File: config.mk
export PLATFORM = sky130hd
export DESIGN_NAME = writeback_stage_flat
export DESIGN_NICKNAME = d
export VERILOG_FILES = /design/src/rtl/wb_pkg.sv /design/src/rtl/writeback_stage_if.sv /design/src/rtl/load_extract.sv /design/src/rtl/writeback_stage.sv /design/src/flat_wrapper.sv
export SDC_FILE = /design/constraint.sdc
export NUM_CORES = 1
export LEC_CHECK = 0
export ABC_AREA = 1
export CAP_MARGIN = 20
export CELL_PAD_IN_SITES_DETAIL_PLACEMENT = 0
export CELL_PAD_IN_SITES_GLOBAL_PLACEMENT = 2
export CORE_MARGIN = 5
export CORE_UTILIZATION = 20
export DETAILED_ROUTE_END_ITERATION = 16
export GPL_TIMING_DRIVEN = 1
export PLACE_DENSITY_LB_ADDON = 0.12
export SLEW_MARGIN = 20
export SYNTH_ARGS = -nofsm -noshare
export SYNTH_HDL_FRONTEND = slang
export SYNTH_SLANG_ARGS = --single-unit
File: constraint.sdc
create_clock -name clk -period 2.1 [get_ports clk]
set_clock_uncertainty 0.2 [all_clocks]
set_input_delay 0.21 -clock clk [delete_from_list [all_inputs] [get_ports clk]]
set_output_delay 0.21 -clock clk [all_outputs]
set_load 0.02 [all_outputs]
File: src/rtl/wb_pkg.sv
// Shared types and constants for the writeback stage and its load extractor.
// Latency: n/a (types only).
// Backpressure: n/a.
package wb_pkg;

    localparam int XLEN = 32;

    typedef enum logic [1:0] {
        SRC_ALU  = 2'd0,
        SRC_LOAD = 2'd1,
        SRC_PC4  = 2'd2,
        SRC_IMM  = 2'd3
    } wb_src_e;

    typedef enum logic [1:0] {
        ST_IDLE     = 2'd0,
        ST_WAIT_MEM = 2'd1,
        ST_WRITE    = 2'd2
    } wb_state_e;

    localparam logic [2:0] F3_LB  = 3'b000;
    localparam logic [2:0] F3_LH  = 3'b001;
    localparam logic [2:0] F3_LW  = 3'b010;
    localparam logic [2:0] F3_LBU = 3'b100;
    localparam logic [2:0] F3_LHU = 3'b101;

endpackage

File: src/rtl/writeback_stage_if.sv
// Bundle between control FSM / memory / register file and the writeback stage; trap exists only with WB_MISALIGN_TRAP_EN.
// Latency: n/a (wires only).
// Backpressure: req_valid/req_ready handshake; mem_rvalid is a pulse with no ready.
interface writeback_stage_if;

    logic                     req_valid;
    logic                     req_ready;
    logic [4:0]               req_rd;
    logic [1:0]               req_src;
    logic [2:0]               req_funct3;
    logic [1:0]               req_addr_lo;
    logic [wb_pkg::XLEN-1:0]  alu_result;
    logic [wb_pkg::XLEN-1:0]  pc_plus4;
    logic [wb_pkg::XLEN-1:0]  imm;
    logic                     mem_rvalid;
    logic [wb_pkg::XLEN-1:0]  mem_rdata;
    logic [4:0]               wr_addr;
    logic [wb_pkg::XLEN-1:0]  wr_data;
    logic                     wr_en;
    logic                     done;
`ifdef WB_MISALIGN_TRAP_EN
    logic                     trap;
`endif

    modport master (
        output req_valid, req_rd, req_src, req_funct3, req_addr_lo,
        output alu_result, pc_plus4, imm, mem_rvalid, mem_rdata,
`ifdef WB_MISALIGN_TRAP_EN
        input  trap,
`endif
        input  req_ready, wr_addr, wr_data, wr_en, done
    );

    modport slave (
        input  req_valid, req_rd, req_src, req_funct3, req_addr_lo,
        input  alu_result, pc_plus4, imm, mem_rvalid, mem_rdata,
`ifdef WB_MISALIGN_TRAP_EN
        output trap,
`endif
        output req_ready, wr_addr, wr_data, wr_en, done
    );

endinterface

File: src/rtl/load_extract.sv
// Selects the byte/half/word of an aligned memory word by funct3 and extends it.
// Latency: combinational.
// Backpressure: none.
module load_extract
    import wb_pkg::*;
(
    input  logic [XLEN-1:0] mem_rdata,
    input  logic [2:0]      funct3,
    input  logic [1:0]      addr_lo,
    output logic [XLEN-1:0] ext_data
);

    logic [7:0]  byte_sel;
    logic [15:0] half_sel;

    always_comb begin
        byte_sel = mem_rdata[7:0];
        case (addr_lo)
            2'd0: byte_sel = mem_rdata[7:0];
            2'd1: byte_sel = mem_rdata[15:8];
            2'd2: byte_sel = mem_rdata[23:16];
            2'd3: byte_sel = mem_rdata[31:24];
            default: byte_sel = mem_rdata[7:0];
        endcase
    end

    // Halfword uses only addr_lo[1]; an odd offset falls back to the enclosing half.
    assign half_sel = addr_lo[1] ? mem_rdata[31:16] : mem_rdata[15:0];

    always_comb begin
        ext_data = mem_rdata;
        case (funct3)
            F3_LB:   ext_data = {{24{byte_sel[7]}}, byte_sel};
            F3_LH:   ext_data = {{16{half_sel[15]}}, half_sel};
            F3_LBU:  ext_data = {24'd0, byte_sel};
            F3_LHU:  ext_data = {16'd0, half_sel};
            default: ext_data = mem_rdata;
        endcase
    end

endmodule

File: src/rtl/writeback_stage.sv
// Writeback stage: picks ALU/LOAD/PC4/IMM result and issues one register-file write; WB_MISALIGN_TRAP_EN adds load-fault trap.
// Latency: non-load 1 cycle after accept; load 1 cycle after mem_rvalid.
// Backpressure: req_ready only in IDLE; stray mem_rvalid and busy-time req_valid are dropped.
module writeback_stage
    import wb_pkg::*;
(
    input  logic             clk,
    input  logic             reset_n,
    writeback_stage_if.slave bus
);

    wb_state_e       state_q, state_d;
    wb_src_e         src;
    logic            accept;
    logic            is_load;
    logic            load_fault;
    logic [4:0]      rd_q;
    logic [2:0]      funct3_q;
    logic [1:0]      addr_lo_q;
    logic            trap_q;
    logic [4:0]      wr_addr_q;
    logic [XLEN-1:0] wr_data_q;
    logic [XLEN-1:0] sel_val;
    logic [XLEN-1:0] ext_data;

    assign src     = wb_src_e'(bus.req_src);
    assign accept  = (state_q == ST_IDLE) && bus.req_valid;
    assign is_load = (src == SRC_LOAD);

`ifdef WB_MISALIGN_TRAP_EN
    always_comb begin
        load_fault = 1'b0;
        if (is_load) begin
            case (bus.req_funct3)
                F3_LB, F3_LBU: load_fault = 1'b0;
                F3_LH, F3_LHU: load_fault = bus.req_addr_lo[0];
                F3_LW:         load_fault = (bus.req_addr_lo != 2'b00);
                default:       load_fault = 1'b1;
            endcase
        end
    end
`else
    assign load_fault = 1'b0;
`endif

    always_comb begin
        sel_val = bus.alu_result;
        case (src)
            SRC_PC4: sel_val = bus.pc_plus4;
            SRC_IMM: sel_val = bus.imm;
            default: sel_val = bus.alu_result;
        endcase
    end

    load_extract u_load_extract (
        .mem_rdata (bus.mem_rdata),
        .funct3    (funct3_q),
        .addr_lo   (addr_lo_q),
        .ext_data  (ext_data)
    );

    always_ff @(posedge clk or negedge reset_n) begin
        if (!reset_n) state_q <= ST_IDLE;
        else          state_q <= state_d;
    end

    always_comb begin
        state_d = state_q;
        case (state_q)
            ST_IDLE:     if (bus.req_valid) state_d = (is_load && !load_fault) ? ST_WAIT_MEM : ST_WRITE;
            ST_WAIT_MEM: if (bus.mem_rvalid) state_d = ST_WRITE;
            ST_WRITE:    state_d = ST_IDLE;
            default:     state_d = ST_IDLE;
        endcase
    end

    // wr_addr/wr_data only move when a real write is about to happen, so they hold otherwise.
    always_ff @(posedge clk or negedge reset_n) begin
        if (!reset_n) begin
            rd_q      <= '0;
            funct3_q  <= '0;
            addr_lo_q <= '0;
            trap_q    <= 1'b0;
            wr_addr_q <= '0;
            wr_data_q <= '0;
        end else if (accept) begin
            rd_q      <= bus.req_rd;
            funct3_q  <= bus.req_funct3;
            addr_lo_q <= bus.req_addr_lo;
            trap_q    <= load_fault;
            if (!is_load && (bus.req_rd != 5'd0)) begin
                wr_addr_q <= bus.req_rd;
                wr_data_q <= sel_val;
            end
        end else if ((state_q == ST_WAIT_MEM) && bus.mem_rvalid && (rd_q != 5'd0)) begin
            wr_addr_q <= rd_q;
            wr_data_q <= ext_data;
        end
    end

    assign bus.req_ready = (state_q == ST_IDLE);
    assign bus.done      = (state_q == ST_WRITE);
    assign bus.wr_en     = (state_q == ST_WRITE) && (rd_q != 5'd0) && !trap_q;
    assign bus.wr_addr   = wr_addr_q;
    assign bus.wr_data   = wr_data_q;
`ifdef WB_MISALIGN_TRAP_EN
    assign bus.trap      = (state_q == ST_WRITE) && trap_q;
`endif

endmodule

File: src/flat_wrapper.sv
// flat-port wrapper written by rule: the top's interface ports become plain ports
module writeback_stage_flat import wb_pkg::*;
  (clk, reset_n, bus_req_valid, bus_req_rd, bus_req_src, bus_req_funct3, bus_req_addr_lo, bus_alu_result, bus_pc_plus4, bus_imm, bus_mem_rvalid, bus_mem_rdata, bus_req_ready, bus_wr_addr, bus_wr_data, bus_wr_en, bus_done);
  writeback_stage_if bus_i ();
  input  logic clk;
  input  logic reset_n;
  input wire logic [$bits(bus_i.req_valid)-1:0] bus_req_valid;
  input wire logic [$bits(bus_i.req_rd)-1:0] bus_req_rd;
  input wire logic [$bits(bus_i.req_src)-1:0] bus_req_src;
  input wire logic [$bits(bus_i.req_funct3)-1:0] bus_req_funct3;
  input wire logic [$bits(bus_i.req_addr_lo)-1:0] bus_req_addr_lo;
  input wire logic [$bits(bus_i.alu_result)-1:0] bus_alu_result;
  input wire logic [$bits(bus_i.pc_plus4)-1:0] bus_pc_plus4;
  input wire logic [$bits(bus_i.imm)-1:0] bus_imm;
  input wire logic [$bits(bus_i.mem_rvalid)-1:0] bus_mem_rvalid;
  input wire logic [$bits(bus_i.mem_rdata)-1:0] bus_mem_rdata;
  output wire logic [$bits(bus_i.req_ready)-1:0] bus_req_ready;
  output wire logic [$bits(bus_i.wr_addr)-1:0] bus_wr_addr;
  output wire logic [$bits(bus_i.wr_data)-1:0] bus_wr_data;
  output wire logic [$bits(bus_i.wr_en)-1:0] bus_wr_en;
  output wire logic [$bits(bus_i.done)-1:0] bus_done;
  assign bus_i.req_valid = bus_req_valid;
  assign bus_i.req_rd = bus_req_rd;
  assign bus_i.req_src = bus_req_src;
  assign bus_i.req_funct3 = bus_req_funct3;
  assign bus_i.req_addr_lo = bus_req_addr_lo;
  assign bus_i.alu_result = bus_alu_result;
  assign bus_i.pc_plus4 = bus_pc_plus4;
  assign bus_i.imm = bus_imm;
  assign bus_i.mem_rvalid = bus_mem_rvalid;
  assign bus_i.mem_rdata = bus_mem_rdata;
  assign bus_req_ready = bus_i.req_ready;
  assign bus_wr_addr = bus_i.wr_addr;
  assign bus_wr_data = bus_i.wr_data;
  assign bus_wr_en = bus_i.wr_en;
  assign bus_done = bus_i.done;
  writeback_stage u_core (.clk(clk), .reset_n(reset_n), .bus(bus_i));
endmodule
==> results of run 1 <==
## worst max-delay path, cell delays in order, from the launching register on
cell,delay [ps]
dfrtp_1,400
inv_2,50
nor2_1,150
clkdlybuf4s50_1,660
## logic make-up after synthesis
kind of cell | synth area share
buf+inv | 0.0981
flops | 0.320
simple gates | 0.501
compound gates | 0.0812
## state kept, by name (all words and copies together) (netlist names)
signal / cells
u_core.bus.wr_data: 32
u_core.bus.wr_addr: 5
u_core.funct3_q: 3
u_core.rd_q: 5
u_core.addr_lo_q: 2
u_core.state_q: 2
## metrics by stage
| stage | area (um^2) | util |
|---|---|---|
| 5_1_grt | 6110 | 0.326 |
| 3_5_place_dp | 5930 | 0.316 |
| 3_3_place_gp | 5930 | 0.316 |
| 6_report | 6110 | 0.326 |
| 4_1_cts | 6110 | 0.326 |
| 2_1_floorplan | 3840 | - |
## where the power goes
part           switching [W]  total [W]  internal [W]
registers           0.000221    0.00149       0.00127
clock network       0.000404   0.000969      0.000566
logic                0.00144    0.00263       0.00118
total                0.00207    0.00509       0.00302
## worst paths after layout
kind | cells past startpoint | slack [ps] | endpoint
max | 3 | 130 | bus_done
min | 4 | 130 | u_core.state_q[0]
max reg2reg | 9 | 230 | u_core.bus.wr_data[30]
min reg2reg | 2 | 280 | u_core.bus.wr_addr[2]
max in group asynchronous | 3 | 930 | u_core.bus.wr_data[9]
min in group asynchronous | 2 | 220 | u_core.bus.wr_data[5]
## final cells by class
type                       instances  area share
clock inverter                     3     0.00716
inverter                          21      0.0145
tap                              234      0.0479
timing repair buffer             210       0.344
multi-input combinational        511       0.365
sequential                        49       0.201
clock buffer                       5      0.0205
## layer usage
layer | global-route usage | up-vias
li1 | - | 2368
met2 | 0.256 | 131
met3 | 0.0317 | 11
met4 | 0.0328 | 0
met1 | 0.219 | 2130
met5 | 0 | -
## timing repair
item / in CTS / in global routing
endpoints found under the hold margin: 19 / 0
hold buffers: 1 / 0
buffers inserted: 0 / 0
resized for setup: 1 / 1
setup endpoints to repair: 1 / 1
## cells in the final DEF, fill, tap and decap left out, types with 12 or more instances in the layout
master | synthesis | routed
buf_4 | 17 | 20
o21ai_0 | 12 | 12
nand3_1 | 128 | 128
nor2_1 | 57 | 57
dfrtp_1 | 49 | 49
clkdlybuf4s50_1 | 0 | 179
a21oi_1 | 47 | 47
nand2_1 | 245 | 245
inv_1 | 15 | 15
==> run_results.csv, run 1 <==
group,metric,value,unit
timing,finalHoldViolations,0,
global_route,grt_pass1_vias,4770,
routing,drc,0,
synthesis,yosysMostFrequentCell,"nand2_1",
global_route,overflow,0,
cells_and_area,antenna_cells,0,
cts,cts.path.max_buffers,2,
floorplan,die_h,149,um
setup_path,worstPathArrival,1560,ps
synthesis,ys.flop_type,"dfrtp_1",
routing,routedWlPerCell,17.2,um
cells_and_area,fin_nets,942,
flow_run,drv_cap,0,
min_path,hp-start,"bus_req_src[1]",
power_and_ir_drop,ir_drop,0.000274,V
timing,max_slew_margin,0.616,
synthesis,netlist_area,0.00384,mm^2
synthesis,ys_seq_elements,49,
routing,drt_pre_antenna_iters,5,
timing,setup_tns,0,ps
synthesis,synth_edf_count,0,
synthesis,netlist_top_cells_area,"dfrtp_1 (32%), nand2_1 (24%), nand3_1 (17%), a21oi_1 (6.1%), nor2_1 (5.6%)",
placed_design,dp.cells,1024,
power_and_ir_drop,total_power,0.00509,W
timing,tightest_slew,576,ps
synthesis,async_reset_ff_frac,1.00,
setup_path,critical_path_peak_fanout,3,
setup_path,r2r-start,"u_core.state_q[1]",
timing,max_freq,509,MHz
synthesis,ys_warn_count,0,
routing,vias,4640,
routing,top_layer_used,"met4",
timing,min_period_over_period,0.936,
synthesis,yosys.area.top_type_share,0.320,
setup_path,crit_type,"reg -> out",
cells_and_area,multi_input_area,0.00223,mm^2
floorplan,start_util,0.204,
synthesis,synth_seq_area_share,0.320,
routing,drt-vias-per-instance,4.49,
synthesis,syn_inst,625,
floorplan,die-area,0.0221,mm^2
outcome,status,"complete, no violations",
power_and_ir_drop,p_leak,2.89,nW
floorplan,chipWidth,149,um
global_route,grt_max_degree,35,
cells_and_area,seq_area,0.00123,mm^2
timing,rsz0062_at_grt,"false",
setup_path,worstSetupEndpointType,"output port",
floorplan,io_pins,184,
floorplan,rows,50,
setup_path,critical_path_required,1690,ps
setup_path,start_kind,"register",
routing,dr_wl_met3,848,um
synthesis,synth_top_cell_by_area,"dfrtp_1",
synthesis,synthTopCellsByCount,"nand2_1 (245), nand3_1 (128), nor2_1 (57)",
timing,min_period,1970,ps
floorplan,core-area,0.0188,mm^2
placed_design,globalplace.congestion,0.822,
synthesis,synthesis.nets,769,
cts,clock-sinks,49,
timing,drv_slew,0,
timing,holdWs,131,ps
placed_design,io_buffers,183,
placed_design,dpl.hpwl,14.5,mm
routing,postRouteWirelength,17.8,mm
cts,cts_max_level,2,
cells_and_area,area_delta_synth_final,59.3,%
synthesis,syn_area_per_cell,6.14,um^2
cts,cts_buffers,5,
power_and_ir_drop,powerDensity,832,mW/mm^2
cts,cts_tree,"done",
timing,layout_setup_ws,134,ps
cts,insertion_delay,300,ps
min_path,hold_path.class,"in -> reg",
setup_path,startpoint,"u_core.state_q[1]",
cells_and_area,final-instance-count-excl-fill,1033,
global_route,grt_pass1_wl,27.0,mm
cts,cts-root-buf,"clkbuf_16",
cells_and_area,fillers,2005,
routing,wl_met1,8.56,mm
timing,setup_violations,0,
routing,drt-initial-drc-count,264,
routing,wl_met2,8.12,mm
routing,drtAntennaViolNets,0,
cells_and_area,drive_gt1_frac,0.0676,
placed_design,pre_cts_slack,59.7,ps
cts,clkTransAtPathRegs,70,ps
global_route,gr-usage-all-layers,0.158,
synthesis,synth_cell_type_count,24,
global_route,antenna_found_initial,0,
Power figures use the tool's default switching activity.
==> inputs of run 2 (changes only) <==
--- a/config.mk
+++ b/config.mk
@@ -14,7 +14,6 @@
 export DETAILED_ROUTE_END_ITERATION = 16
 export GPL_TIMING_DRIVEN = 1
 export PLACE_DENSITY_LB_ADDON = 0.12
-export SLEW_MARGIN = 20
 export SYNTH_ARGS = -nofsm -noshare
 export SYNTH_HDL_FRONTEND = slang
 export SYNTH_SLANG_ARGS = --single-unit
==> results of run 2 <==
Same layout as run 1: the final DEF is identical, and so are final timing and power.
